--- src/rtl/multi_entry_sequencer.sv ---
// Multi-interface request sequencer: arbitrates eligible entry requests, runs the
// winner's feature as a timed walking-LED sequence and shows its mode on a 7-seg digit.
module multi_entry_sequencer #(
  parameter int unsigned N_IF     = 2,
  parameter int unsigned CODE_W   = 3,
  parameter int unsigned FEAT_W   = 3,
  parameter int unsigned TICK_DIV = 4
) (
  input  logic                       clk,
  input  logic                       rst_n,
  input  logic [N_IF-1:0]            req,
  input  logic [N_IF*CODE_W-1:0]     mode,
  input  logic [N_IF*FEAT_W-1:0]     feat,
  input  logic                       rr_en,
  input  logic                       abort,
  output logic [N_IF-1:0]            grant,
  output logic                       busy,
  output logic                       conflict,
  output logic                       done,
  output logic [(1 << FEAT_W)-2:0]   led,
  output logic [6:0]                 seg
);

  localparam int unsigned IDX_W  = (N_IF > 1) ? $clog2(N_IF) : 1;
  localparam int unsigned LED_W  = (1 << FEAT_W) - 1;
  localparam int unsigned TICK_W = (TICK_DIV > 1) ? $clog2(TICK_DIV) : 1;

  localparam logic [TICK_W-1:0] TICK_LAST = TICK_W'(TICK_DIV - 1);
  localparam logic [IDX_W-1:0]  IDX_LAST  = IDX_W'(N_IF - 1);

  typedef enum logic [1:0] {
    IDLE = 2'd0,
    RUN  = 2'd1,
    DONE = 2'd2
  } state_t;

  state_t              state_q, state_d;

  logic [N_IF-1:0]     elig;
  logic                any_elig;
  logic                conflict_d;
  logic                req_held;

  logic [IDX_W-1:0]    arb_base;
  logic [IDX_W-1:0]    arb_cand;
  logic [IDX_W-1:0]    arb_idx;
  logic                arb_found;
  logic [CODE_W-1:0]   arb_mode;
  logic [FEAT_W-1:0]   arb_feat;

  logic [IDX_W-1:0]    win_q, win_d;
  logic [IDX_W-1:0]    rr_ptr_q, rr_ptr_d;
  logic [FEAT_W-1:0]   feat_q, feat_d;
  logic [FEAT_W-1:0]   step_q, step_d;
  logic [TICK_W-1:0]   tick_q, tick_d;

  logic [N_IF-1:0]     grant_d;
  logic                busy_d;
  logic                done_d;
  logic [LED_W-1:0]    led_d;
  logic [6:0]          seg_d;

  function automatic logic [6:0] digit(input logic [2:0] c);
    logic [6:0] s;
    case (c)
      3'd0:    s = 7'h3F;
      3'd1:    s = 7'h06;
      3'd2:    s = 7'h5B;
      3'd3:    s = 7'h4F;
      3'd4:    s = 7'h66;
      3'd5:    s = 7'h6D;
      3'd6:    s = 7'h7D;
      default: s = 7'h07;
    endcase
    return s;
  endfunction

  // Eligibility per interface and pairwise feature-code clash among eligible ones
  always_comb begin
    elig       = '0;
    conflict_d = 1'b0;
    for (int i = 0; i < int'(N_IF); i++) begin
      elig[i] = req[i] && (mode[i*CODE_W +: CODE_W] != '0) &&
                (feat[i*FEAT_W +: FEAT_W] != '0);
    end
    for (int i = 0; i < int'(N_IF); i++) begin
      for (int j = i + 1; j < int'(N_IF); j++) begin
        if (elig[i] && elig[j] &&
            (feat[i*FEAT_W +: FEAT_W] == feat[j*FEAT_W +: FEAT_W])) begin
          conflict_d = 1'b1;
        end
      end
    end
  end

  assign any_elig = |elig;
  assign req_held = |(req & grant);

  // Search starts at the rr pointer (or at 0 for fixed priority) and wraps
  always_comb begin
    arb_base  = rr_en ? rr_ptr_q : '0;
    arb_cand  = '0;
    arb_idx   = '0;
    arb_found = 1'b0;
    for (int k = 0; k < int'(N_IF); k++) begin
      arb_cand = IDX_W'((int'(arb_base) + k) % int'(N_IF));
      if (!arb_found && elig[arb_cand]) begin
        arb_found = 1'b1;
        arb_idx   = arb_cand;
      end
    end
  end

  always_comb begin
    arb_mode = '0;
    arb_feat = '0;
    for (int i = 0; i < int'(N_IF); i++) begin
      if (arb_idx == IDX_W'(i)) begin
        arb_mode = mode[i*CODE_W +: CODE_W];
        arb_feat = feat[i*FEAT_W +: FEAT_W];
      end
    end
  end

  // Next-state and registered-output values
  always_comb begin
    state_d  = state_q;
    win_d    = win_q;
    rr_ptr_d = rr_ptr_q;
    feat_d   = feat_q;
    step_d   = step_q;
    tick_d   = tick_q;
    grant_d  = grant;
    busy_d   = busy;
    done_d   = 1'b0;
    led_d    = led;
    seg_d    = seg;

    unique case (state_q)
      IDLE: begin
        if (any_elig) begin
          state_d = RUN;
          win_d   = arb_idx;
          feat_d  = arb_feat;
          step_d  = '0;
          tick_d  = '0;
          grant_d = N_IF'(1) << arb_idx;
          busy_d  = 1'b1;
          led_d   = LED_W'(1);
          seg_d   = digit(arb_mode[2:0]);
        end
      end

      RUN: begin
        // Withdrawal of the granted request acts like an abort and beats completion
        if (abort || !req_held) begin
          state_d = IDLE;
          step_d  = '0;
          tick_d  = '0;
          grant_d = '0;
          busy_d  = 1'b0;
          led_d   = '0;
          seg_d   = '0;
        end else if (tick_q == TICK_LAST) begin
          tick_d = '0;
          if (step_q < feat_q - FEAT_W'(1)) begin
            step_d = step_q + FEAT_W'(1);
            led_d  = LED_W'(1) << (step_q + FEAT_W'(1));
          end else begin
            state_d  = DONE;
            done_d   = 1'b1;
            step_d   = '0;
            grant_d  = '0;
            busy_d   = 1'b0;
            led_d    = '0;
            seg_d    = '0;
            rr_ptr_d = (win_q == IDX_LAST) ? '0 : win_q + IDX_W'(1);
          end
        end else begin
          tick_d = tick_q + TICK_W'(1);
        end
      end

      DONE: begin
        state_d = IDLE;
      end

      default: begin
        state_d = IDLE;
      end
    endcase
  end

  always_ff @(posedge clk or negedge rst_n) begin
    if (!rst_n) begin
      state_q  <= IDLE;
      win_q    <= '0;
      rr_ptr_q <= '0;
      feat_q   <= '0;
      step_q   <= '0;
      tick_q   <= '0;
      grant    <= '0;
      busy     <= 1'b0;
      conflict <= 1'b0;
      done     <= 1'b0;
      led      <= '0;
      seg      <= '0;
    end else begin
      state_q  <= state_d;
      win_q    <= win_d;
      rr_ptr_q <= rr_ptr_d;
      feat_q   <= feat_d;
      step_q   <= step_d;
      tick_q   <= tick_d;
      grant    <= grant_d;
      busy     <= busy_d;
      conflict <= conflict_d;
      done     <= done_d;
      led      <= led_d;
      seg      <= seg_d;
    end
  end

endmodule
--- config.mk ---
export PLATFORM = sky130hd
export DESIGN_NAME = multi_entry_sequencer
export DESIGN_NICKNAME = d
export VERILOG_FILES = /design/src/rtl/multi_entry_sequencer.sv
export SDC_FILE = /design/constraint.sdc
export NUM_CORES = 1
export LEC_CHECK = 0
export CELL_PAD_IN_SITES_DETAIL_PLACEMENT = 1
export CELL_PAD_IN_SITES_GLOBAL_PLACEMENT = 1
export CORE_MARGIN = 2
export CORE_UTILIZATION = 32
export DETAILED_ROUTE_END_ITERATION = 8
export DONT_BUFFER_PORTS = 1
export GPL_ROUTABILITY_DRIVEN = 0
export HOLD_SLACK_MARGIN = 0.15
export PLACE_DENSITY = 0.58
export SLEW_MARGIN = 20
export SYNTH_ARGS = -nofsm -noshare
export SYNTH_HDL_FRONTEND = slang
export SYNTH_SLANG_ARGS = --single-unit
--- constraint.sdc ---
create_clock -name clk -period 2.3 [get_ports clk]
set_input_delay 0.23 -clock clk [delete_from_list [all_inputs] [get_ports clk]]
set_output_delay 0.23 -clock clk [all_outputs]
set_load 0.03 [all_outputs]
==> metrics.txt <==
# TYPE chip_impl_metric gauge
chip_impl_info{name="hold_crit_path_type",value="input pin to flop"} 1
chip_impl_metric{name="totalNegativeSetupSlack",unit="ps"} 0
chip_impl_metric{name="cts-buffers-inserted",unit=""} 5
chip_impl_metric{name="count_of_antenna_violating_nets_left_after_detailed_routing",unit=""} 0
chip_impl_metric{name="layout_min_cycle_time",unit="ps"} 2110
chip_impl_metric{name="clk_path_buf_depth",unit=""} 2
chip_impl_info{name="synth_top_flop_cell",value="dfrtp_1"} 1
chip_impl_metric{name="placed_cell_area",unit="mm²"} 0.00180
chip_impl_metric{name="synth-async-reset-ratio",unit="%"} 100
chip_impl_info{name="worstSetupPathType",value="flop to flop"} 1
chip_impl_metric{name="worstMarginPinSlew",unit="ps"} 635
chip_impl_metric{name="syn_nets",unit=""} 205
chip_impl_metric{name="syn_inst_count",unit=""} 178
chip_impl_metric{name="routed_wirelength",unit="µm"} 4000
chip_impl_metric{name="worstSkewPairLatency",unit="ps"} 280
chip_impl_metric{name="final_cell_count_no_fill",unit=""} 254
chip_impl_metric{name="timing.critical_path.arrival",unit="ps"} 2280
chip_impl_metric{name="synth_sequential_area_ratio",unit="%"} 44.3
chip_impl_metric{name="grt_util_met2",unit="%"} 22.5
chip_impl_metric{name="synth_edf_count",unit=""} 0
chip_impl_metric{name="finalHoldViolCount",unit=""} 0
chip_impl_metric{name="design.die.area",unit="mm²"} 0.00608
chip_impl_metric{name="dr_total_vias",unit=""} 1302
chip_impl_metric{name="p_comb_share",unit="%"} 19.8
chip_impl_metric{name="placement_rows",unit=""} 26
chip_impl_info{name="gr-max-usage-layer",value="met2"} 1
chip_impl_metric{name="first_iter_violations",unit=""} 67
chip_impl_info{name="clk_root_buf",value="clkbuf_8"} 1
chip_impl_metric{name="switching_share",unit="%"} 33.7
chip_impl_metric{name="first_global_vias",unit=""} 1324
chip_impl_metric{name="totalPowerFinal",unit="mW"} 1.54
chip_impl_metric{name="final.setup_skew",unit="ps"} 3.18
chip_impl_metric{name="power_report.internal_total",unit="mW"} 1.02
chip_impl_metric{name="clock_sinks",unit=""} 31
chip_impl_metric{name="synth.cell_area",unit="mm²"} 0.00175
chip_impl_metric{name="critical_path_required",unit="ps"} 2470
chip_impl_metric{name="ys.warnings.count",unit=""} 0
chip_impl_metric{name="syn_avg_cell_area",unit="µm²"} 9.83
chip_impl_metric{name="path_max_fanout",unit=""} 10
chip_impl_metric{name="groute.layer.met1.usage",unit="%"} 18.9
chip_impl_metric{name="ctsResizeCount",unit=""} 0
chip_impl_metric{name="area_delta_synth_final",unit="%"} 11.9
chip_impl_metric{name="period_utilisation_layout",unit="%"} 91.8
chip_impl_metric{name="hold-worst-slack",unit="ps"} 150
chip_impl_metric{name="cellLeakagePower",unit="nW"} 0.895
chip_impl_metric{name="firstDrtPassIters",unit=""} 4
chip_impl_metric{name="drc",unit=""} 0
chip_impl_metric{name="dp_cells",unit=""} 241
chip_impl_metric{name="die-height",unit="µm"} 78.0
chip_impl_metric{name="count_of_boundary_i_o_pins",unit=""} 37
chip_impl_metric{name="port-buffer-count",unit=""} 0
chip_impl_info{name="cts_tree",value="built"} 1
chip_impl_metric{name="area_of_the_core_region",unit="mm²"} 0.00520
chip_impl_metric{name="sequential_share_of_power",unit="%"} 49.5
chip_impl_metric{name="ys_seq_elements",unit=""} 31
chip_impl_metric{name="final_net_count",unit=""} 210
chip_impl_info{name="status",value="finished, final reports clean"} 1
chip_impl_info{name="timing.critical_path.to_type",value="flop"} 1
chip_impl_metric{name="timing.fmax",unit="MHz"} 473
chip_impl_metric{name="grt_max_degree",unit=""} 32
chip_impl_metric{name="floorplan.initialDensity",unit="%"} 33.6
chip_impl_metric{name="grt_antenna_before_repair",unit=""} 0
chip_impl_metric{name="irDropWorstVdd",unit="mV"} 0.217
chip_impl_metric{name="setup_failing_eps_final",unit=""} 0
chip_impl_metric{name="die_x",unit="µm"} 78.0
chip_impl_metric{name="post_synth_cell_types",unit=""} 39
chip_impl_metric{name="diodes",unit=""} 0
chip_impl_metric{name="grt_pass1_wl",unit="µm"} 6720
chip_impl_metric{name="layout_setup_ws",unit="ps"} 187
chip_impl_metric{name="route.detailed.vias_per_inst",unit=""} 5.13
chip_impl_metric{name="power-per-cell-area",unit="mW/mm²"} 784
chip_impl_metric{name="grt-ovfl-total",unit=""} 0
chip_impl_metric{name="cap_violations",unit=""} 0
chip_impl_metric{name="grt_total_usage",unit="%"} 14.3
chip_impl_metric{name="clkPwrFrac",unit="%"} 30.7
chip_impl_metric{name="utilization",unit="%"} 37.6
chip_impl_info{name="grt_setup_unrepaired",value="false"} 1
chip_impl_metric{name="hpwlAfterDp",unit="µm"} 3090
chip_impl_metric{name="place_worst_setup_slack",unit="ps"} 121
chip_impl_metric{name="worst_setup_hold_path_clk_slew",unit="ps"} 60
chip_impl_metric{name="post_route_cells_drive_above_1_share",unit="%"} 9.78
chip_impl_metric{name="h-tree-depth",unit=""} 2
chip_impl_metric{name="switchingPower",unit="µW"} 518
chip_impl_metric{name="max-slew-margin-rel",unit="%"} 57.6
chip_impl_info{name="critical_path.startpoint_type",value="flop"} 1
chip_impl_metric{name="avgRoutedWirePerCell",unit="µm"} 15.7
chip_impl_metric{name="globalRouteMet3Util",unit="%"} 3.84
chip_impl_metric{name="slew_viol_final",unit=""} 0
chip_impl_metric{name="post-route-cell-area",unit="mm²"} 0.00196
[cells in the final DEF (no fill, tap or decap), drive strengths merged]
cell         count
a21o             2
dfrtp           31
ha               9
o221ai           2
xor2             2
nor3             6
o22ai            1
a22o             6
a41o             1
nand2b           2
a32o             1
or3              1
inv              9
a211o            1
mux2             3
and3b            1
a211oi           1
nand2           20
o31ai            5
nand4            1
buf              3
o21ai           18
mux2i            6
xnor2            8
clkbuf           8
nor2            14
nor2b            3
a22oi            1
a21oi            5
nor4             1
dlygate4sd3      4
and3             1
nand3            7
[layer usage]
layer  routed length (µm)  share of wire (%)
met1                 1900                 48
met2                 1890                 47
met3                  138                3.5
met4                   68                1.7
met5                    0                  0
[critical path: stages (launching register included)]
cell	delay, ps
dfrtp_1	350
inv_1	50
ha_1	290
ha_1	290
o21ai_0	100
a211oi_1	430
o221ai_4	230
a32o_1	260
[synth_stat cells (2+ instances only)]
master   number  share of area (%)
a21o_1        2               0.86
xor2_1        2                1.0
nor3_2        2                1.1
dfrtp_1      31                 44
o21ai_0       6                1.7
nor2_1       14                3.0
buf_2         7                2.0
a22o_1        6                3.0
o31ai_1       4                1.7
nor3_1        4                1.1
xnor2_1       8                4.0
mux2_1        2                1.3
inv_1         9                1.9
nand2_1      20                4.3
mux2i_1       6                3.4
nand3_1       7                2.0
nor2b_1       3                1.1
o21ai_1      12                3.4
a21oi_1       5                1.4
ha_1          9                6.4
[sequential cells by signal (all words and copies together), names as in the netlist]
signal    count
busy          1
conflict      1
done          1
feat_q        3
grant         2
led           7
rr_ptr_q      1
seg           7
state_q       2
step_q        3
tick_q        2
win_q         1
[area by class of cell]
| type | instances | area, µm² |
|---|---|---|
| Clock buffer | 8 | 100 |
| Fill cell | 605 | 3250 |
| Inverter | 9 | 33.8 |
| Multi-Input combinational cell | 129 | 887 |
| Sequential cell | 31 | 776 |
| Tap cell | 70 | 87.6 |
| Timing Repair Buffer | 7 | 75.1 |
[kinds of logic (layout without fill, tap and decap cells)]
kind of cell               count (synthesis)  after routing  share of synthesized area (%)
muxes                                      9              9                           5.36
AOI/OAI and AO/OA                         44             44                           18.4
and+or+nand+nor                           57             57                           15.4
xor gates and xnor gates                  10             10                           5.00
DFF                                       31             31                           44.3
buffers and inverters                     18             24                           5.00
adders and majority gates                  9              9                           6.43
[final timing paths]
path                       depth (start not counted)  slack, ps       from        end
max                                                7        190  feat_q[0]   grant[0]
min                                                2        150    feat[4]  feat_q[1]
max reg2reg                                        7        190  feat_q[0]   grant[0]
min reg2reg                                        1        450      win_q   rr_ptr_q
max in group asynchronous                          2       1740      rst_n  feat_q[2]
min in group asynchronous                          2        390      rst_n       busy
[power groups by stage]
stage / registers [mW] / clock network [mW] / logic [mW]
after floorplan: 0.761 / 0 / 0.242
after global placement: 0.772 / 0 / 0.273
after detailed placement: 0.776 / 0 / 0.289
after CTS: 0.764 / 0.483 / 0.309
after global routing: 0.771 / 0.509 / 0.347
final: 0.761 / 0.471 / 0.305
[timing repair]
item | 4_1_cts | 5_1_grt
setup buffers | 0 | 0
hold buffers | 5 | 0
hold endpoints to repair | 33 | 0
Power figures use the tool's default switching activity.
==> variant 1: new RTL, config.mk and constraints unchanged <==
Re-encode `state_t` (3 states) as one-hot, 3 bits wide.
--- a/src/rtl/multi_entry_sequencer.sv
+++ b/src/rtl/multi_entry_sequencer.sv
@@ -29,8 +29,8 @@
   localparam logic [IDX_W-1:0]  IDX_LAST  = IDX_W'(N_IF - 1);
 
-  typedef enum logic [1:0] {
-    IDLE = 2'd0,
-    RUN  = 2'd1,
-    DONE = 2'd2
+  typedef enum logic [2:0] {
+    IDLE = 3'b001,
+    RUN  = 3'b010,
+    DONE = 3'b100
   } state_t;
 
Function: same outputs for any inputs over 10 cycles, from zero or initial values and one cycle with rst_n low; not proved beyond that.
==> variant 1 against the original RTL <==
Maximum frequency increased by 4.1%. Routed wire length increased by 6.4%. Cell area increased by 2.7%. Area after synthesis increased by 3.8%. Critical endpoint is now seg[5]$_DFFE_PN0P_. Setup slack improved by 0.084 ns. Critical path type unchanged. Utilization decreased by 1.1 points. Via count increased by 3.1%. Sequential cell count increased by 1.
Power is not compared: it rests on default switching activity, and its combinational part moved more than twofold at a synthesized area within 25%.
==> variant 1: results (changes against the original RTL) <==
Global route
  – Vias in the first global route: 1410 (+6.5%)
  – Wire length of the first global-routing pass: 6996 um (+4.1%)
  – Largest net degree at the start of global routing: 33 (+3.1%)
  – Total global routing track utilization: 14.35% (+0.016 points)

Worst setup path
  – Data arrival at the endpoint of the critical path: 2.20 ns (-0.08 ns)
  – CP max-delay cell: sky130_fd_sc_hd__dfrtp_1
  – Max incr delay on CP: 0.36 ns (-0.07 ns)
  – Category of cells accounting for the largest share of critical-path delay: compound AO/OA/AOI/OAI gates
  – Largest driver fanout on the critical path: 10 (unchanged)
  – Internal reg-to-reg setup slack: 0.27 ns (+0.08 ns)
  – Number of cell instances on the worst register-to-register path: 8 (+1)

Place
  – Total half-perimeter wirelength after legalization and detailed placement: 3148 um (+1.7%)
  – Post-detailed-placement cell area: 1866 um^2 (+3.7%)

Yosys
  – Async set-or-reset flop fraction in the synthesized netlist: 100.0% (unchanged)
  – Adder-cell share of the synthesized area: 6.887% (+0.45 points)
  – Proportion of synthesized chip area in sequential cells: 44.15% (-0.17 points)
  – Top cells by count, synth: sky130_fd_sc_hd__dfrtp_1 (31), sky130_fd_sc_hd__nand2_1 (12), sky130_fd_sc_hd__a22o_1 (10), sky130_fd_sc_hd__ha_1 (10), sky130_fd_sc_hd__o21ai_0 (10)
  – Number of flops mapped to enable cells by yosys: 0 (unchanged)
  – Syn Nets: 202 (-1.5%)
  – Mux share of post-synthesis cell area: 3.857% (-1.5 points)
  – Xor and xnor area share after synthesis: 4.339% (-0.66 points)
  – Compound-Gate Fraction of Synth Area: 19.97% (+1.5 points)
  – Synth top area cells: sky130_fd_sc_hd__dfrtp_1 (43%), sky130_fd_sc_hd__ha_1 (6.9%), sky130_fd_sc_hd__a22o_1 (4.8%), sky130_fd_sc_hd__mux2i_1 (3.9%), sky130_fd_sc_hd__xnor2_1 (2.9%)

Drt
  – Iter 0 DRT Violations: 57 (-15%)
  – Average wire per cell in the routed design: 17.02 um (+8.1%)
  – Avg Vias per Cell: 5.368 (+4.7%)

STA
  – Pin slew with the least headroom to its limit: 0.4902 ns (-0.1445 ns)
  – Maximum clock skew at final layout: 0.006611 ns (+0.003432 ns)

Final layout
  – Fin nets: 206 (-1.9%)
  – Largest registers: led x7, seg x7
  – Layout cells sized above 1: 12.36% (+2.6 points)

Outcome
  – Outcome: finished clean
## variant 1: cell count changes after synthesis, sizes merged, moves of 3 or more
| cell | before | now |
|---|---|---|
| nand2 | 20 | 12 |
| nor2 | 14 | 7 |
| o21ai | 18 | 11 |
| a22o | 6 | 10 |
| a32o | 1 | 5 |
| nor3b | 0 | 4 |
| mux2 | 3 | 0 |
| nor2b | 3 | 0 |
| o2bb2ai | 0 | 3 |
| o31ai | 5 | 2 |
| or3b | 0 | 3 |
## variant 1: stage by stage
stage | total power, uW | instances | setup slack (ns) | hold WS (ns)
after floorplan | 1493 | 174 | 0.3428 | -0.06559
after global placement | 1656 | 240 | 0.2576 | -0.06443
after detailed placement | 1694 | 240 | 0.1729 | -0.06442
after CTS | 2199 | 250 | 0.1231 | 0.1518
after global routing | 2318 | 250 | 0.05594 | 0.1720
final | 2174 | 250 | 0.2715 | 0.1576
## variant 1: repair_timing
item,in CTS,in global routing
gates resized for setup,0,3
hold endpoints to repair,33,0
setup endpoints to repair,0,10
hold buffers,3,0
## variant 1: power by group
part	leakage [uW]	switching [uW]	total [uW]	internal, uW
clock network	0.0000503	211	477	267
logic	0.000452	410	706	296
registers	0.000414	267	991	724
## variant 1: worst paths after layout
path,to,start
max,seg[5]$_DFFE_PN0P_,feat_q[0]$_DFFE_PN0P_
min,feat_q[2]$_DFFE_PN0P_,feat[5]
max reg2reg,seg[5]$_DFFE_PN0P_,feat_q[0]$_DFFE_PN0P_
min reg2reg,rr_ptr_q$_DFFE_PN0P_,win_q$_DFFE_PN0P_
max in group asynchronous,state_q[0]$_DFFE_PN1P_,rst_n
min in group asynchronous,conflict$_DFF_PN0_,rst_n
## variant 1: kinds of logic after synthesis
group                      Yosys count
AOI/OAI and AO/OA                   47
xor gates and xnor gates             9
adders and majority gates           10
buffers and inverters               20
DFF                                 32
muxes                                7
and+or+nand+nor                     49
## variant 1: final cells by class
| cell class | instances | area (um^2) |
|---|---|---|
| fill | 606 | 3495 |
| multi-input combinational | 122 | 912.1 |
| sequential | 32 | 802.0 |
| clock buffer | 7 | 96.34 |
| tap | 72 | 90.09 |
| timing repair buffer | 8 | 77.57 |
| inverter | 9 | 33.78 |
## variant 1: metal layers
metal	share of wire, %	global-route usage, %	vias to the layer above
met5	0	0	-
met4	1.6	5.172	0
met3	5.7	5.227	7
met2	45	22.71	35
met1	47	17.96	664
li1	-	-	636
==> variant 2: new RTL, config.mk and constraints unchanged <==
Without the edit above. `N_IF`: 2 -> 4.
--- a/src/rtl/multi_entry_sequencer.sv
+++ b/src/rtl/multi_entry_sequencer.sv
@@ -2,5 +2,5 @@
 // winner's feature as a timed walking-LED sequence and shows its mode on a 7-seg digit.
 module multi_entry_sequencer #(
-  parameter int unsigned N_IF     = 2,
+  parameter int unsigned N_IF     = 4,
   parameter int unsigned CODE_W   = 3,
   parameter int unsigned FEAT_W   = 3,
Ports: changed (resized feat, grant, mode and req); port bits go from 37 to 53. The function was not compared with the original's and may differ.
==> variant 2 against the original RTL <==
The flow now finishes with violations (negative setup slack). Critical path depth rose by 1. Area after synthesis up 35%. Sequential cell count rose by 4. Largest cell class unchanged. Routed wire length is 67% higher. Cell area grew 52%. Setup slack worse by 0.25 ns. Via count is 46% higher. Power grew 53%.
==> variant 2: results (changes against the original RTL) <==
Worst setup path
  – Largest driver fanout on the critical path: 4 (-6)
  – CP max-delay cell: sky130_fd_sc_hd__mux4_2
  – Max incr delay on CP: 0.59 ns (+0.16 ns)
  – Data arrival at the endpoint of the critical path: 2.54 ns (+0.26 ns)
  – Worst setup path startpoint: rr_ptr_q[1]$_DFFE_PN0P_

Yosys
  – Xor and xnor area share after synthesis: 8.135% (+3.1 points)
  – Compound-Gate Fraction of Synth Area: 18.70% (+0.26 points)
  – Mux share of post-synthesis cell area: 9.033% (+3.7 points)
  – Gate count after technology mapping: 236 (+33%)
  – Proportion of synthesized chip area in sequential cells: 36.98% (-7.3 points)
  – Unique masters post-synth: 51 (+31%)
  – Syn Nets: 278 (+36%)

STA
  – Maximum clock skew at final layout: 0.008090 ns (+0.004910 ns)
  – Setup WS post-layout: -0.06323 ns (-0.2507 ns)
  – Setup-failing EPs final: 5 (+5)

Hold path
  – Start point of the worst min-delay path: abort

Final layout
  – CLK BUF: 7 (-1)
  – Non-CTS buffers: 40 (+33)

Drt
  – Avg Vias per Cell: 5.178 (+1.0%)
  – Total number of vias: 1895 (+46%)

Global route
  – Total global routing track utilization: 16.99% (+2.7 points)
  – Largest net degree at the start of global routing: 36 (+13%)
  – Wire length of the first global-routing pass: 11050 um (+64%)

CTS
  – CTS clk-pin slew, worst paths: 0.08 ns (+0.02 ns)

Outcome
  – Outcome: complete, but fails checks
  – Failing checks: negative setup slack

Place
  – Total half-perimeter wirelength after legalization and detailed placement: 5293 um (+71%)

Power
  – Leakage: 0.001281 uW (+43%)
variant 2: cell types whose count changed after synthesis, sizes merged, moves of 3 or more:
cell,unedited run,this run
clkbuf,0,4
mux4,0,4
nand4,1,5
and2,0,3
nand2,20,23
nand3,7,3
buf,9,13
nor2,14,11
xnor2,8,18
dfrtp,31,35
a22o,6,9
o21ai,18,14
nor3,6,13
variant 2: power breakdown:
group	internal (uW)	switching [uW]	leakage [uW]	total [uW]
clock network	273	230	0.0000505	502
logic	380	441	0.000772	821
registers	761	260	0.000459	1020
variant 2: timing repair:
item	4_1_cts	5_1_grt
buffers inserted	3	0
pin swaps	2	2
gates resized for setup	6	22
endpoints found under the hold margin	35	0
setup endpoints to repair	7	19
hold buffers	2	0
variant 2: final timing paths:
path | cells after the start | end
setup / recovery | 8 | seg[3]$_DFFE_PN0P_
hold / removal | 3 | state_q[1]$_DFFE_PN0P_
setup reg to reg | 8 | seg[3]$_DFFE_PN0P_
hold reg to reg | 2 | feat_q[1]$_DFFE_PN0P_
max in group asynchronous | 2 | rr_ptr_q[0]$_DFFE_PN0P_
min in group asynchronous | 2 | step_q[0]$_DFFE_PN0P_
variant 2: per-stage QoR:
stage          TNS (ns)  area, um^2  hold slack [ns]  setup WS, ns  power, uW
2_1_floorplan   -0.7138        2397         -0.06559       -0.2201       1536
3_3_place_gp    -0.5753        2683         -0.06471       -0.1407       1770
3_5_place_dp     -1.273        2683         -0.06478       -0.2420       1793
4_1_cts        -0.08086        2867           0.1814      -0.04852       2341
5_1_grt         -0.9250        2975           0.2215       -0.1764       2521
6_report        -0.1439        2975           0.2137      -0.06323       2345
variant 2: routing by layer:
metal / track usage [%] / vias to the layer above
li1: - / 905
met1: 19.75 / 928
met2: 30.01 / 51
met3: 5.365 / 11
met4: 4.872 / 0
met5: 0 / -
